## src/rtl/gray2bin_drain.sv

```systemverilog
// -----------------------------------------------------------------------------
// gray2bin_drain
//
// Bus-master reader for the register-mapped gray-code FIFO. It polls the
// CTL_STAT register, pops gray-coded words from the data register, decodes
// them to binary and hands them downstream on a valid/ready stream. This block
// is the only initiator on the FIFO register port.
//
// Optional feature macro: GRAY2BIN_AUTOCLEAR_EN
//   defined   : an overflow/underflow seen while polling triggers a one-cycle
//               write of the clear bit to CTL_STAT before any further pop.
//   undefined : no clear state; write/wdata are tied low and the error bits
//               are only recorded in err_flags.
//
// Parameters:
//   POLL_GAP  idle cycles between two polls that found the FIFO empty (1..255)
//   CNT_W     width of drained_cnt
//
// Ports:
//   clk, rst_n      clock (rising edge), asynchronous active-low reset
//   go              draining enabled while high
//   enable          bus transaction active
//   addr            register address: 0 = FIFO data, 3 = CTL_STAT
//   write, read     bus strobes
//   wdata           write data (non-zero only while clearing)
//   rdata           read data, combinational on addr
//   resp            slave error response
//   bin_data        decoded binary word
//   bin_valid       bin_data valid
//   bin_ready       consumer accepts the word
//   err_flags       sticky: [0] overflow, [1] underflow, [2] resp seen
//   drained_cnt     words handed off, wraps
//   state_dbg       current FSM state encoding (debug observation)
//
// Output stream handshake: a word transfers on a rising edge where bin_valid
// and bin_ready are both high. Once bin_valid rises, bin_data holds and
// bin_valid stays high until that transfer; bin_valid never depends on
// bin_ready in the same cycle.
//
// state_dbg encoding: 0 IDLE, 1 POLL, 2 CLEAR, 3 GAP, 4 RD, 5 CAP, 6 OUT.
// -----------------------------------------------------------------------------
module gray2bin_drain #(
  parameter int POLL_GAP = 4,
  parameter int CNT_W    = 16
) (
  input  logic             clk,
  input  logic             rst_n,
  input  logic             go,
  output logic             enable,
  output logic [1:0]       addr,
  output logic             write,
  output logic             read,
  output logic [7:0]       wdata,
  input  logic [7:0]       rdata,
  input  logic             resp,
  output logic [7:0]       bin_data,
  output logic             bin_valid,
  input  logic             bin_ready,
  output logic [2:0]       err_flags,
  output logic [CNT_W-1:0] drained_cnt,
  output logic [2:0]       state_dbg
);

  typedef enum logic [2:0] {
    S_IDLE  = 3'd0,
    S_POLL  = 3'd1,
    S_GAP   = 3'd3,
    S_RD    = 3'd4,
    S_CAP   = 3'd5,
    S_OUT   = 3'd6
`ifdef GRAY2BIN_AUTOCLEAR_EN
    ,
    S_CLEAR = 3'd2
`endif
  } state_t;

  localparam logic [1:0] ADDR_DATA = 2'd0;
  localparam logic [1:0] ADDR_STAT = 2'd3;
  localparam logic [7:0] GAP_LAST  = 8'(POLL_GAP - 1);

  state_t     state_q;
  state_t     state_d;
  logic [7:0] gap_cnt;
  logic [7:0] gray_q;

  // CTL_STAT fields as seen during a poll.
  logic st_empty;
  logic st_ovf;
  logic st_udf;
  assign st_empty = rdata[0];
  assign st_ovf   = rdata[2];
  assign st_udf   = rdata[3];

  // The full bit and the write-only clear bit carry no meaning for a reader.
  logic unused_status;
  assign unused_status = ^{rdata[7:4], rdata[1]};

  assign state_dbg = state_q;

  // Gray to binary: each binary bit is the XOR of all gray bits at or above it.
  function automatic logic [7:0] gray_to_bin(input logic [7:0] g);
    logic [7:0] b;
    b[7] = g[7];
    for (int i = 6; i >= 0; i--) begin
      b[i] = b[i+1] ^ g[i];
    end
    return b;
  endfunction

  assign bin_data = gray_to_bin(gray_q);

  // Next-state logic. Once a pop (RD) or a clear has started, it always runs
  // to completion; go is only consulted at the points where a sequence ends.
  always_comb begin
    state_d = state_q;
    case (state_q)
      S_IDLE: if (go) state_d = S_POLL;
      S_POLL: begin
        if (!go) state_d = S_IDLE;
`ifdef GRAY2BIN_AUTOCLEAR_EN
        else if (st_ovf || st_udf) state_d = S_CLEAR;
`endif
        else if (st_empty) state_d = S_GAP;
        else state_d = S_RD;
      end
`ifdef GRAY2BIN_AUTOCLEAR_EN
      S_CLEAR: state_d = go ? S_POLL : S_IDLE;
`endif
      S_GAP: if (gap_cnt == GAP_LAST) state_d = go ? S_POLL : S_IDLE;
      S_RD:  state_d = S_CAP;
      S_CAP: state_d = S_OUT;
      S_OUT: if (bin_ready) state_d = go ? S_POLL : S_IDLE;
      default: state_d = S_IDLE;
    endcase
  end

  // State, registered bus/stream outputs (decoded from the next state so they
  // line up with the state they describe), capture registers and counters.
  always_ff @(posedge clk or negedge rst_n) begin
    if (!rst_n) begin
      state_q     <= S_IDLE;
      gap_cnt     <= 8'd0;
      gray_q      <= 8'd0;
      enable      <= 1'b0;
      read        <= 1'b0;
      addr        <= 2'd0;
      bin_valid   <= 1'b0;
      err_flags   <= 3'b000;
      drained_cnt <= '0;
`ifdef GRAY2BIN_AUTOCLEAR_EN
      write       <= 1'b0;
      wdata       <= 8'h00;
`endif
    end else begin
      state_q   <= state_d;
      read      <= (state_d == S_POLL) || (state_d == S_RD);
      bin_valid <= (state_d == S_OUT);
`ifdef GRAY2BIN_AUTOCLEAR_EN
      enable    <= (state_d inside {S_POLL, S_CLEAR, S_RD, S_CAP});
      addr      <= (state_d inside {S_POLL, S_CLEAR}) ? ADDR_STAT : ADDR_DATA;
      write     <= (state_d == S_CLEAR);
      wdata     <= (state_d == S_CLEAR) ? 8'h10 : 8'h00;
`else
      enable    <= (state_d inside {S_POLL, S_RD, S_CAP});
      addr      <= (state_d == S_POLL) ? ADDR_STAT : ADDR_DATA;
`endif

      // Counter restarts on every GAP entry; leaving GAP happens at GAP_LAST.
      if (state_q == S_GAP && state_d == S_GAP) gap_cnt <= gap_cnt + 8'd1;
      else                                      gap_cnt <= 8'd0;

      // The popped word is presented by the slave in the cycle after RD.
      if (state_q == S_CAP) gray_q <= rdata;

      err_flags <= err_flags | {enable & resp,
                                (state_q == S_POLL) & st_udf,
                                (state_q == S_POLL) & st_ovf};

      if (state_q == S_OUT && bin_ready) drained_cnt <= drained_cnt + 1'b1;
    end
  end

`ifndef GRAY2BIN_AUTOCLEAR_EN
  assign write = 1'b0;
  assign wdata = 8'h00;
`endif

endmodule

```

## config.mk

```make
export PLATFORM = sky130hd
export DESIGN_NAME = gray2bin_drain
export DESIGN_NICKNAME = d
export VERILOG_FILES = /design/src/rtl/gray2bin_drain.sv
export SDC_FILE = /design/constraint.sdc
export NUM_CORES = 1
export LEC_CHECK = 0
export CORE_MARGIN = 5
export CORE_UTILIZATION = 45
export DETAILED_ROUTE_END_ITERATION = 10
export PLACE_DENSITY = 0.87
export SETUP_SLACK_MARGIN = 0.5
export SLEW_MARGIN = 20
export SYNTH_ARGS = -nofsm -noshare
export SYNTH_HDL_FRONTEND = slang
export SYNTH_SLANG_ARGS = --single-unit
```

## constraint.sdc

```tcl
create_clock -name clk -period 4.12 [get_ports clk]
set_input_delay 0.618 -clock clk [delete_from_list [all_inputs] [get_ports clk]]
set_output_delay 0.618 -clock clk [all_outputs]
set_load 0.05 [all_outputs]
```

Word level (Yosys, flattened, before mapping)

Cells that the tools add are included.

$add $sub $neg: 2
Equal/unequal tests: 11
Mux-type cells: 9
Bitwise operators: 11
Reduce and logical (&&, ||, !) cells: 5

Operator list:

| cell                                                                   | number |
|---|---|
| 3-bit equality test (second input constant)                            | 6 |
| 3-bit one-hot mux with 6 select lines                                  | 1 |
| 16-bit by 1-bit adder with 16-bit output (second input constant)       | 1 |
| 3-bit two-way mux                                                      | 5 |
| 8-bit by 1-bit adder with 8-bit output (second input constant)         | 1 |
| 8-bit by 2-bit equality test with 1-bit output (second input constant) | 1 |
| 8-bit two-way mux                                                      | 1 |
| 1-bit bitwise XOR                                                      | 7 |
| 3-bit by 1-bit equality test with 1-bit output (second input constant) | 2 |
| 3-bit by 2-bit equality test with 1-bit output (second input constant) | 2 |
| 1-bit bitwise AND                                                      | 3 |
| 3-bit zero test                                                        | 1 |
| 3-bit bitwise OR                                                       | 1 |
| 3-bit nonzero test                                                     | 1 |
| 1-bit logical AND                                                      | 2 |
| 2-bit two-way mux                                                      | 1 |
| 1-bit logical OR                                                       | 1 |
| 1-bit two-way mux                                                      | 1 |

Bits in registers: 43
Input bits: 13
Output and inout port bits: 44

Logic depth before layout (Yosys ltp)

Word-level depth: 7
Depth in mapped cells: 5

Worst setup path before layout

No wires, ideal clock.

Kind: reg2out
Start: register gray_q[6]
End: output bin_data[1]
Data arrival time: 2.410 ns
Required time: 3.502 ns
Slack: 1.092 ns
Stages on the path, launching flop included: 5
Cells stage by stage: dfrtp_1 > xnor3_2 > xor2_2 > xnor2_2 > xor2_1

Word-level cells in the longest chain between the ends: 6

RTL lines:

| item                           | RTL line | source |
|---|---|---|
| start: declaration             | 84       | `logic [7:0] gray_q;` |
| start signal: assignment       | 173      | `if (state_q == S_CAP) gray_q <= rdata;` |
| 1-bit bitwise XOR (5 in a row) | 105      | `b[i] = b[i+1] ^ g[i];` |
| via bin_data[2]                | 56       | `output logic [7:0] bin_data,` |
| 1-bit bitwise XOR              | 105      |  |
| end: declaration               | 56       |  |

The timed path passes the listed nets, and every way through them passes these cells.

Worst setup path in the final report

Start: register gray_q[7]
End: output bin_data[0]

Word-level cells in the longest chain between the ends: 7

RTL lines:

| item                           | RTL line |
|---|---|
| 1-bit bitwise XOR (7 in a row) | 105 |

Every way passes these cells.

==> results.md <==
- Vias per cell: 5.102
- Top cells by area, synth: dfrtp_1, xor2_1, xnor2_1
- Share of post-route cells with drive strength above 1: 0.09009
- Sink Count: 42
- Yosys cell types: 38
- Synthesized flop and latch total: 42
- Worst Clk Skew: 6.355 ps
- Gr ovfl total: 0
- Final setup fails: 0
- WL final: 3875 um
- Die W: 76.30 um
- 1st-iter DRT viols: 35
- Core area: around 4300 um2
- Synth area leader: dfrtp_1
- Number of buffers added on ports: 47
- Syn Area/Cell: between 10 and 15 um2
- DIE AREA: 5822 um2
- Synth Warn #: 0
- Fmax: 315.9 MHz
- Post-route cell area: between 2000 and 3000 um2
- Post-synth EDFFs: 0
- Placed instance area: 2451 um2
- Critical path peak fanout: 4
- Worst slew margin: 0.3943
- DR DRC count: 0
- FF-to-FF Start: state_dbg[0]$_DFF_PN0_
- Crit Reg-Reg Endpoint: drained_cnt[15]$_DFFE_PN0P_
- # IOs: 57
- Total negative slack: 0 ps
- Setup CP Type: reg2out
- Top cells by count, synth: dfrtp_1, nor2_1, xor2_1
- Cell row count: 24
- Crit-path max cell delay: 800 ps
- Slew Limit Fails: 0
- Final period demand of the worst path: 3165 ps
- Ys async rst share: 1.000
- H-Tree Level Count: 2
- CP max stage cell: clkdlybuf4s50_1
- Final Cycle Share: 0.7683
- Maximum root-to-sink buffer count: 2
- FF+latch area: between 1000 and 1500 um2
- Post-synthesis instance area: 1978 um2
- Status: finished, final reports clean
- Filler instances: 368
- Area added between synthesis and finish: 29.29%
- Via count: 1398
- 1st-pass router iterations: 4
- Pin count of the biggest net entering global routing: 43
- Hold Buf Count CTS: 0
- Vias in the first global route: between 1000 and 1500
- Worst endpoint required time: 3500 ps
- Max-cap check violation count: 0
- Antenna violations before repair: 0
- Initial Utilization: 0.4575
- Post-CTS setup buffer count: 0
- Die Ht: 76.30 um
- Fin. Hold Viols: 0
- Synth top area share: 0.5313
- Class of the worst hold path: in2async
- First-pass GRT wire length: 6465 um
- Diode count: 0
- Routed WL per cell: 14.14 um
- # nets final: ~240
- Num CTS Buffers: 5
- Count leader, synth: dfrtp_1
- CTS tree: built
- Area of the multi-input gates: 839.6 um2
- Detail Route Antenna Nets: 0
- Tightest Pin Transition: 908.6 ps
- Final worst setup slack: roughly 950 ps
- Cts repair resizes: 0
- R2R cell count: 4
- Reg2Reg Setup Slack: 2360 ps
- Crit. End Element: primary output
- CP cell instances: xnor3_2, xor2_2, xnor2_2, xor3_1, clkdlybuf4s50_1
- Critical path data arrival time: about 2600 ps
- Dpl hpwl: 2826 um
- GPL Wtd Cong: between 0.8 and 0.9
- Share of the yosys chip area belonging to registers: 0.5313
- Place WS: 1256 ps
- Post-synthesis cell count: 171
- RSZ-0062 raised after global routing: no
- Gr usage total: 0.1382
- Synth Flop Type: dfrtp_1
- Reg clk slew, reported paths: 80 ps
- Hold WS: 452.6 ps
- Crit start category: flop
- CTS Root Buffer Type: clkbuf_8
- Clock insertion delay at the later pin of the skew report: around 290 ps
## worst max-delay path, delay by kind of cell, from the launching register on
family / cells / cell delay [ps]
xor+xnor: 4 / 1010
flops: 1 / 430
buf+inv: 1 / 800
## routing by layer
metal / global-route usage / up-vias / wire length [um]
li1: - / 662 / -
met1: 0.1630 / 683 / 1623
met2: 0.2269 / 45 / 1889
met3: 0.05201 / 8 / 277
met4: 0.05420 / 0 / 85
met5: 0 / - / 0
## cell families (layout without fill, tap and decap cells)
group | Yosys count | in the layout | share of synthesized area
XOR/XNOR | 29 | 29 | 0.1512
AO/OA/AOI/OAI | 16 | 16 | 0.05946
multiplexers | 8 | 8 | 0.04554
AND/OR/NAND/NOR | 53 | 53 | 0.1385
buffers and inverters | 20 | 63 | 0.05945
adder cells (fa/ha/maj) | 2 | 2 | 0.01265
other | 1 | 9 | 0.001896
flip-flops | 42 | 42 | 0.5313
## through the flow
stage                 util  std cells
global route        0.5914        274
detailed placement  0.5668        266
floorplan                -        179
global placement    0.5668        266
finish              0.5914        274
CTS                 0.5914        274
## final cells by class
cell class / instances / share of cell area
tap: 52 / 0.02544
clock buffer: 7 / 0.02984
clock inverter: 1 / 0.01174
multi-input combinational: 117 / 0.3283
timing repair buffer: 47 / 0.1820
sequential: 42 / 0.4110
inverter: 8 / 0.01174
## worst max path at each step
stage	start	to
finish	gray_q[7]$_DFFE_PN0N_	bin_data[0]
global route	gray_q[6]$_DFFE_PN0N_	bin_data[0]
floorplan	gray_q[6]$_DFFE_PN0N_	bin_data[1]
CTS	gray_q[7]$_DFFE_PN0N_	bin_data[0]
detailed placement	gray_q[7]$_DFFE_PN0N_	bin_data[0]
global placement	gray_q[7]$_DFFE_PN0N_	bin_data[1]
## registers in the layout, summed over array words and instances, names as in the netlist
name,count
drained_cnt,16
state_dbg,3
enable,1
err_flags,3
addr,1
bin_valid,1
read,1
gap_cnt,8
gray_q,8
## layout by cell type (no fill, tap or decap), types with 3 or more instances in the layout
cell type and count:
xnor2_1 11, nand3_1 4, and3_1 5, clkbuf_8 5, conb_1 9, nand4_1 7
nor2_1 15, a21o_1 3, clkdlybuf4s50_1 46, dfrtp_1 42, and2_1 3, xor2_1 14
inv_1 8, mux2_2 8, nand2_1 9
Power is not shown: default switching activity piles up to over one toggle a cycle in this logic, so the estimate is an artifact.
